### config.mk
export PLATFORM = sky130hd
export DESIGN_NAME = dsp_preadd_mac
export DESIGN_NICKNAME = d
export VERILOG_FILES = /design/src/rtl/dsp_preadd_mac.sv
export SDC_FILE = /design/constraint.sdc
export NUM_CORES = 1
export LEC_CHECK = 0
export CORE_ASPECT_RATIO = 0.6
export CORE_UTILIZATION = 38
export CTS_CLUSTER_DIAMETER = 50
export DETAILED_ROUTE_END_ITERATION = 12
export DONT_BUFFER_PORTS = 1
export HOLD_SLACK_MARGIN = 0.12
export SLEW_MARGIN = 5
export SYNTH_ARGS = -nofsm -noshare
export SYNTH_HDL_FRONTEND = slang
export SYNTH_SLANG_ARGS = --single-unit
### constraint.sdc
create_clock -name clk -period 7.2 [get_ports clk]
set_input_delay 1.44 -clock clk [delete_from_list [all_inputs] [get_ports clk]]
set_output_delay 1.44 -clock clk [all_outputs]
set_load 0.05 [all_outputs]
### src/rtl/dsp_preadd_mac.sv
// Pipelined pre-add/pre-subtract multiply-accumulate slice: P = ((D op B) * A) + C, 4-cycle latency.
// Optional clock enable input ce is built when DSP_CE_EN is defined.
module dsp_preadd_mac #(
    parameter string OPERATION = "ADD"
) (
    input  logic        clk,
    input  logic        rst,
`ifdef DSP_CE_EN
    input  logic        ce,
`endif
    input  logic [17:0] A,
    input  logic [17:0] B,
    input  logic [17:0] D,
    input  logic [47:0] C,
    output logic [47:0] P
);

    // Any value other than "SUBTRACT" selects the pre-adder.
    localparam bit IS_SUB = (OPERATION == "SUBTRACT");

    logic        en;
`ifdef DSP_CE_EN
    assign en = ce;
`else
    assign en = 1'b1;
`endif

    // Stage 1 registers
    logic [17:0] a1, b1, d1;
    logic [47:0] c1;
    // Stage 2 registers
    logic [18:0] pre;
    logic [17:0] a2;
    logic [47:0] c2;
    // Stage 3 registers
    logic [36:0] m;
    logic [47:0] c3;

    logic [18:0]        pre_next;
    logic [36:0]        prod_u;
    logic signed [36:0] prod_s;
    logic [36:0]        m_next;
    logic [47:0]        m_ext;
    logic [47:0]        p_next;

    always_comb begin
        pre_next = '0;
        if (IS_SUB) begin
            pre_next = {1'b0, d1} - {1'b0, b1};
        end else begin
            pre_next = {1'b0, d1} + {1'b0, b1};
        end
    end

    // |PRE| < 2^18 and A < 2^18, so the signed product always fits in 37 bits.
    always_comb begin
        prod_u = pre * a2;
        prod_s = $signed(pre) * $signed({1'b0, a2});
        m_next = IS_SUB ? prod_s : prod_u;
    end

    always_comb begin
        m_ext  = IS_SUB ? {{11{m[36]}}, m} : {11'b0, m};
        p_next = m_ext + c3;
    end

    always_ff @(posedge clk) begin
        if (rst) begin
            a1  <= '0;
            b1  <= '0;
            d1  <= '0;
            c1  <= '0;
            pre <= '0;
            a2  <= '0;
            c2  <= '0;
            m   <= '0;
            c3  <= '0;
            P   <= '0;
        end else if (en) begin
            a1  <= A;
            b1  <= B;
            d1  <= D;
            c1  <= C;
            pre <= pre_next;
            a2  <= a1;
            c2  <= c1;
            m   <= m_next;
            c3  <= c2;
            P   <= p_next;
        end
    end

endmodule

* Yosys cells after proc, flatten, opt, wreduce, memory -nomap -nowiden
Index checks and enable logic that the tools add are counted.
** Word-level totals
- Register bits after elaboration :: 320
- Latch bits :: 0
- Memory bits (writable) :: 0
- Bits in read-only memories :: 0
- Bits of input ports :: 104
- Output and inout port bits :: 48
- Word-level logic and storage cells :: 13
- Memories kept :: 0
** Operators by class
- $add $sub $neg :: 2
- $mul :: 1
- Div/mod/pow operators :: 0
- $lt $le $gt $ge :: 0
- Eq/ne operators :: 0
- Shifts and indexed selects :: 0
- Mux-type cells :: 0
- Bitwise operators :: 0
- Reductions and logical operators :: 0
** Operators with widths (number)
- $add A37 B48 Y48 :: 1
- $mul A19 B18 Y37 :: 1
- $add A18 B18 Y19 :: 1

* Depth between registers and ports, before layout
Gate-level depths: netlist of the first run.
- Depth after elaboration :: 1
- Gate-level depth with buffers :: 24
- Mapped depth without buffers :: 22

* Least setup slack after synthesis of the first run
OpenSTA, ideal clock, no wires.
- Path kind :: reg-to-reg
- Start :: register a2[3]
- End :: register m[34]
- Library setup time :: 123 ps
- Arrival :: 6088 ps
- Path slack :: 989 ps
- Cell stages (with the launch flop) :: 23
- Clock period less this slack :: 6211 ps
- Cell sequence :: dfxtp_1 clkbuf_1 clkbuf_1 nand2_1 fa_1 fa_1 fa_1 inv_1 fa_1 fa_1 inv_1 fa_1 inv_1 ha_1 a21o_1 a21o_1 a21o_1 nor2b_1 a21oi_2 a211o_1 a31oi_1 o31a_1 mux2_1
** Between the ends
- Longest elaborated chain between the ends :: 1
** Ends and longest elaborated chain
- from (decl) :: RTL line 33 : logic [17:0] a2;
- from (signal assigned) :: RTL line 74 : a2 <= '0;
- from (signal assigned) :: RTL line 85 : a2 <= a1;
- $mul A19 B18 Y37 :: RTL line 57 : prod_u = pre * a2;
- to (signal assigned) :: RTL line 87 : m <= m_next;
- to (decl) :: RTL line 36 : logic [36:0] m;
No other way between the ends.
A chain may end at the register's enable or synchronous reset.

* Worst setup path after layout of the first run
- Start :: register a2[4]
- End :: register m[35]
Same word-level chain as after synthesis.

==> results of run 1 <==
layer usage:
metal | share of wire | vias up | track usage
li1 | - | 7312 | -
met1 | 0.49 | 7505 | 0.262
met2 | 0.41 | 401 | 0.264
met3 | 0.078 | 64 | 0.0472
met4 | 0.019 | 0 | 0.0353
met5 | 0 | - | 0
logic make-up (layout without fill, tap and decap cells):
group / Yosys count / count (layout) / synth area share
xor+xnor: 66 / 66 / 0.0257
fa+ha+maj: 440 / 440 / 0.337
mux: 7 / 7 / 0.00351
flops: 320 / 320 / 0.285
buf+inv: 454 / 425 / 0.0761
compound gates: 255 / 255 / 0.0771
simple gates: 847 / 847 / 0.195
critical path, cell delays in order (launching register included):
cell and delay [ps]:
dfxtp_1 810, nand2_1 180, fa_1 520, fa_1 570, fa_1 450, fa_1 550
inv_1 50, fa_1 470, inv_1 50, fa_1 470, inv_1 50, ha_1 320
a21oi_1 370, nand2_1 90, a31oi_1 420, a21oi_4 150, nor4b_2 330, o31a_1 260
o41a_1 160, mux2_1 320
sequential cells by signal, indices dropped and copies added (netlist names):
name / cells
b1: 18
pre: 19
d1: 18
m: 37
P: 48
c1: 48
c3: 48
c2: 48
a2: 18
a1: 18
power groups by stage:
stage	Combinational, mW	Clock (mW)	Sequential, mW
global placement	0.753	0	2.09
CTS	0.773	1.74	2.06
detailed placement	0.768	0	2.10
finish	0.769	1.68	2.06
floorplan	0.623	0	2.03
global route	0.877	1.82	2.07
placed cells by master (no fill, tap or decap), types with 10 or more instances in the layout:
master	count
a21oi_1	69
nor2b_1	239
buf_4	26
nor3_1	21
inv_1	343
clkbuf_16	31
xnor2_1	33
nand2_1	243
ha_1	166
o21ai_0	43
xor2_1	33
nand3_1	27
a21o_1	46
nand4_1	10
dfxtp_1	320
fa_1	274
and2_1	147
a31oi_1	10
nor2_1	115
path summary, 6_finish.rpt:
check             cells after the start  slack [ps]      to
hold / removal                        1         430  c3[15]
setup reg to reg                     19         500   m[35]
setup / recovery                     19         500   m[35]
hold reg to reg                       1         430  c3[15]
area by class of cell:
type	count	area share
timing repair buffer	26	0.00805
clock buffer	39	0.0345
sequential	320	0.264
clock inverter	17	0.00934
inverter	343	0.0531
multi-input combinational	1615	0.591
tap	770	0.0397
per-stage QoR:
stage          hold WS, ps  cells  cell area, um2   util  worst slack, ps
5_1_grt                455   3130           24300  0.419              131
3_5_place_dp           420   3074           23200  0.400              480
3_3_place_gp           423   3074           23200  0.400              639
6_report               435   3130           24300  0.419              499
4_1_cts                437   3130           24300  0.419              490
2_1_floorplan          414   2389           22500      -              989
==> metrics.yaml, run 1 <==
critical_path:
  cp_max_fo: 19
  path_class: "register to register"
  end_kind: "register"
  startpoint_type: "register"
  critical_path_required_ps: 7700
  cp-startpoint: "a2[4]"
  arrival_ps: 7200
  r2r-start: "a2[4]"
global_route:
  grt_first_pass_wirelength_mm: 85.1
  grt_util_all_layers: 0.179
  grt_max_degree: 325
  antenna_found_initial: 0
  grt_pass1_vias: 16200
  grt_overflow_total: 0
yosys:
  synth_area_leaders: "dfxtp_1 29%, fa_1 24%, ha_1 9.2%, nor2b_1 6.7%, inv_1 5.7%"
  synth_top_area_share: 0.285
  yosys_warnings: 0
  ys_seq_area_frac: 0.285
  synth_top_area_cell: "dfxtp_1"
  ys_types: 71
  synth-async-reset-ratio: 0
  synth_commonest_cells: "343 x inv_1, 320 x dfxtp_1, 274 x fa_1"
  synth-edff-count: 0
  synth.most_common_cell: "inv_1"
  syn_inst: 2389
  synth_seq_cells: 320
  syn_nets: 2933
  synthesis.area_um2: 22500
  synth_top_flop_cell: "dfxtp_1"
  syn_area_per_cell_um2: 9.40
cts:
  cts_buffers: 31
  cts_max_level: 1
  clock_sinks: 320
  clockBufferDepth: 3
  cts_tree: "built"
  cts_resized: 0
  ctsHoldBuffers: 0
  insertion_delay_ps: 610
  cts_setup_buffers: 0
  clock-root-buffer: "clkbuf_16"
  path_clk_slew_ps: 70
route:
  drc_errors: 0
  wl_per_cell_um: 16.7
  via_count: 15300
  dr.pass1.iters: 5
  wirelength_mm: 52.1
  drtAntennaViolNets: 0
  drt_iter0_markers: 822
  drt-vias-per-instance: 4.88
power:
  power_mw: 4.51
  switching_share: 0.309
  ir_drop_uv: 161
  p_seq_frac: 0.456
  p_sw_mw: 1.39
  pwr-share-comb: 0.170
  power_density_nw_per_um2: 186
  p_leak_nw: 11.6
  p_int_mw: 3.12
  p_clk_frac: 0.374
min_path:
  hp-start: "c2[15]"
  holdCritPathClass: "register to register"
floorplan:
  initial_utilization: 0.388
  die_x_um: 316
  die_h_um: 190
  ios: 152
  core_area_um2: 57900
  die-area_um2: 60100
  rows: 68
sta:
  min_period_over_period: 0.931
  finalHoldViolations: 0
  period_minus_slack_ps: 6700
  setup_tns_ps: 0
  finalSetupViolCount: 0
  worst_slew_pin_slew_ps: 994
  clock_skew_ps: 34.2
  rsz0062_at_grt: "no"
  maxSlewViolCount: 0
  slew_headroom: 0.332
  fmax_ghz: 0.149
layout:
  seq_area_um2: 6410
  drive_gt1_frac: 0.0449
  fill_cells: 5670
  fin_nets: 2881
  multiInputGateArea_um2: 14300
  n_antenna_cell: 0
  syn_to_final_growth_pct: 8.02
status:
  status: "finished clean"
job:
  maxCapViolations: 0
placed_design:
  globalplace.congestion: 0.911
  port_buffers: 0
  dp_hpwl_mm: 41.2
No activity file was read; power rests on OpenSTA's default activity.
==> run 2: changes to the inputs <==
- CTS_BUF_LIST: unset -> sky130_fd_sc_hd__clkbuf_16
==> metrics.yaml, run 2 (synthesized netlist as in run 1, its figures left out) <==
route:
  wl_per_cell_um: 16.6
  via_count: 15300
  drtAntennaViolNets: 0
  drt-vias-per-instance: 4.89
  dr.pass1.iters: 5
  wirelength_mm: 52.1
  drt_iter0_markers: 837
  drc_errors: 0
global_route:
  use_met1: 0.262
  grt_util_all_layers: 0.179
  grt_pass1_vias: 16200
  antenna_found_initial: 0
  grt.busiest_layer: "met2"
  grt_util_met2: 0.264
  grt_overflow_total: 0
  grt_first_pass_wirelength_mm: 85.1
  grt_util_met3: 0.0472
  grt_max_degree: 325
layout:
  post-route-util: 0.418
  n_antenna_cell: 0
  layout_common_cells: "348 x inv_1, 320 x dfxtp_1, 274 x fa_1"
  fin_cells: 3130
  fin_nets: 2881
  final_common_cell: "inv_1"
  syn_to_final_growth_pct: 7.88
  drive_gt1_frac: 0.0436
critical_path:
  path_cells: "nand2_1 -> fa_1 -> fa_1 -> fa_1 -> fa_1 -> inv_1 -> fa_1 -> inv_1 -> fa_1 -> inv_1 -> ha_1 -> a21oi_1 -> nand2_1 -> a31oi_1 -> a21oi_4 -> nor4b_2 -> o31a_1 -> o41a_1 -> mux2_1"
  max_stage_delay_ps: 820
  cp_top_family: "adder cells"
  arrival_ps: 7220
  crit_path_top_delay_cell: "dfxtp_1"
  crit_cells: 19
  path_buf_inv: 3
  cp_max_fo: 19
  path_class: "register to register"
  ff2ff_path_depth: 19
  path_common_cell: "fa_1"
  end_kind: "register"
  startpoint_type: "register"
  critical_path_required_ps: 7700
status:
  status: "finished clean"
power:
  power_mw: 4.47
  ir_drop_uv: 161
  power_density_nw_per_um2: 185
  p_leak_nw: 11.6
sta:
  min_period_over_period: 0.933
  fmax_ghz: 0.149
  slew_headroom: 0.313
  finalSetupViolCount: 0
  period_minus_slack_ps: 6720
  maxSlewViolCount: 0
  setup_tns_ps: 0
  worst_slew_pin_slew_ps: 1020
  finalHoldViolations: 0
  rsz0062_at_grt: "no"
  clock_skew_ps: 35.2
  holdWs_ps: 435
placed_design:
  dp_hpwl_mm: 41.2
  dp.cells: 3074
  port_buffers: 0
  globalplace.congestion: 0.911
floorplan:
  ios: 152
  initial_utilization: 0.388
  die_x_um: 316
  rows: 68
  core_area_um2: 57900
  die_h_um: 190
  die-area_um2: 60100
cts:
  clock_sinks: 320
  clock-root-buffer: "clkbuf_16"
  cts_setup_buffers: 0
  ctsHoldBuffers: 0
  cts_max_level: 1
  clockBufferDepth: 3
  cts_buffers: 31
  path_clk_slew_ps: 70
  cts_resized: 0
  insertion_delay_ps: 610
  cts_tree: "built"
min_path:
  holdCritPathClass: "register to register"
  min_path_cells: 1
job:
  maxCapViolations: 0
## run 2: cell types whose count changed in the layout (fill, tap and decap cells not counted)
cell / before / now
clkbuf_1: 5 / 0
inv_1: 343 / 348
clkbuf_8: 3 / 0
clkinv_1: 0 / 3
## run 2: area by class of cell
class                           instances  area [um2]
Clock buffer                           31         776
Clock inverter                         25         256
Fill cell                            5672       33700
Inverter                              343        1290
Multi-Input combinational cell       1615       14300
Sequential cell                       320        6410
Tap cell                              770         963
Timing Repair Buffer                   26         195
## run 2: worst paths after layout
kind / start / endpoint / slack, ps
setup / recovery: a2[4] / m[35] / 480
hold / removal: c2[41] / c3[41] / 430
hold reg to reg: c2[41] / c3[41] / 430
setup reg to reg: a2[4] / m[35] / 480
## run 2: per-stage QoR
stage                     worst slack, ps  area (um2)
after floorplan                       989       22500
after global placement                639       23200
after detailed placement              480       23200
after CTS                             490       24200
after global routing                  131       24200
final                                 481       24200
## run 2: worst reg2reg max path, stage by stage (launching register included)
cell	delay, ps
dfxtp_1	820
nand2_1	190
fa_1	520
fa_1	580
fa_1	450
fa_1	550
inv_1	50
fa_1	470
inv_1	50
fa_1	470
inv_1	50
ha_1	320
a21oi_1	380
nand2_1	90
a31oi_1	420
a21oi_4	150
nor4b_2	330
o31a_1	260
o41a_1	160
mux2_1	320
## run 2: where the power goes
part / internal, mW / total [mW] / switching (mW)
Sequential: 1.88 / 2.06 / 0.175
Combinational: 0.317 / 0.770 / 0.453
Clock: 0.881 / 1.64 / 0.763
Total: 3.08 / 4.47 / 1.39
## run 2: per-layer routing
| layer | vias to the layer above | wire length, um |
|---|---|---|
| met1 | 7523 | 25500 |
| met4 | 0 | 997 |
| met5 | - | 0 |
| met3 | 64 | 4130 |
| met2 | 421 | 21500 |
| li1 | 7307 | - |
==> run 3: changes to the inputs <==
- CTS_CLUSTER_DIAMETER: 50 -> 150
- SETUP_SLACK_MARGIN: unset -> 0.5
==> metrics.yaml, run 3 (synthesized netlist as in run 1, its figures left out) <==
floorplan:
  core_area_um2: 57900
  die_x_um: 316
  initial_utilization: 0.388
  die-area_um2: 60100
  ios: 152
  die_h_um: 190
  rows: 68
global_route:
  grt_overflow_total: 0
  grt_first_pass_wirelength_mm: 85.0
  grt_util_all_layers: 0.179
  grt_pass1_vias: 16200
  grt_max_degree: 325
  antenna_found_initial: 0
sta:
  clock_skew_ps: 20.4
  holdWs_ps: 430
  finalSetupViolCount: 0
  min_period_over_period: 0.894
  finalHoldViolations: 0
  setup_tns_ps: 0
  slew_headroom: 0.313
  rsz0062_at_grt: "yes"
  period_minus_slack_ps: 6430
  fmax_ghz: 0.155
  worst_slew_pin_slew_ps: 1020
  maxSlewViolCount: 0
power:
  power_mw: 4.37
  power_density_nw_per_um2: 181
  ir_drop_uv: 166
  p_leak_nw: 11.5
status:
  status: "finished clean"
route:
  drc_errors: 0
  via_count: 15300
  wirelength_mm: 52.1
  drt-vias-per-instance: 4.89
  dr.pass1.iters: 4
  drt_iter0_markers: 823
  drtAntennaViolNets: 0
  wl_per_cell_um: 16.7
layout:
  fill_cells: 5685
  post-route-util: 0.417
  multiInputGateArea_um2: 14300
  layout_common_cells: "344 x inv_1, 302 x dfxtp_1, 274 x fa_1"
  final_common_cell: "inv_1"
  n_antenna_cell: 0
  seq_area_um2: 6430
  fin_cells: 3128
  syn_to_final_growth_pct: 7.57
  fin_nets: 2879
  drive_gt1_frac: 0.0513
cts:
  insertion_delay_ps: 590
  clockBufferDepth: 3
  cts_tree: "built"
  clock_sinks: 320
  clock-root-buffer: "clkbuf_16"
  ctsHoldBuffers: 0
  cts_max_level: 1
  cts_buffers: 29
  path_clk_slew_ps: 80
  cts_setup_buffers: 0
placed_design:
  dp_hpwl_mm: 41.2
  dp.cells: 3074
  port_buffers: 0
  globalplace.congestion: 0.911
critical_path:
  arrival_ps: 6910
  end_kind: "register"
  startpoint_type: "register"
  r2r-start: "pre[2]"
  cp-startpoint: "pre[2]"
  path_class: "register to register"
  critical_path_required_ps: 7670
  cp_max_fo: 18
job:
  maxCapViolations: 0
min_path:
  hp-start: "c2[46]"
  holdCritPathClass: "register to register"
## run 3: critical path, stage by stage, from the launching register on
cell and delay, ps:
dfxtp_1 830, and2_1 260, fa_1 470, fa_1 480, ha_1 230, fa_1 530
inv_1 50, fa_1 480, fa_1 550, inv_1 60, ha_1 390, o21ai_0 130
nand2b_1 90, a31oi_1 120, buf_4 190, a21oi_2 320, a2111oi_2 150, nor4b_1 650
o21a_1 210, o21ai_0 90
## run 3: timing repair
item,4_1_cts,5_1_grt
gates resized for setup,2,18
setup endpoints to repair,1,8
cloned,0,0
## run 3: area by class of cell
class	instances	share of cell area
sequential	320	0.266
inverter	343	0.0533
clock buffer	29	0.0300
tap	770	0.0399
multi-input combinational	1615	0.594
timing repair buffer	26	0.00824
clock inverter	25	0.00844
## run 3: stage by stage
step           worst slack [ps]  cell area (um2)
2_1_floorplan               989            22500
3_3_place_gp                639            23200
3_5_place_dp                480            23200
4_1_cts                     533            24100
5_1_grt                     478            24200
6_report                    766            24200
## run 3: power by group
group / leakage, nW / total, mW / switching [mW] / internal (mW)
Combinational: 8.45 / 0.770 / 0.453 / 0.317
Clock: 0.442 / 1.54 / 0.725 / 0.817
Sequential: 2.64 / 2.06 / 0.175 / 1.88
## run 3: layer usage
metal	track usage	part of all wire	vias to the layer above	wire length [um]
met5	0	0	-	0
met4	0.0323	0.018	0	939
met3	0.0475	0.077	63	4030
met2	0.266	0.41	405	21600
met1	0.261	0.49	7520	25500
li1	-	-	7305	-
## run 3: worst paths after layout
kind | to | slack, ps | cells after the start
min reg2reg | c3[46] | 430 | 1
min | c3[46] | 430 | 1
max reg2reg | m[36] | 770 | 19
max | m[36] | 770 | 19
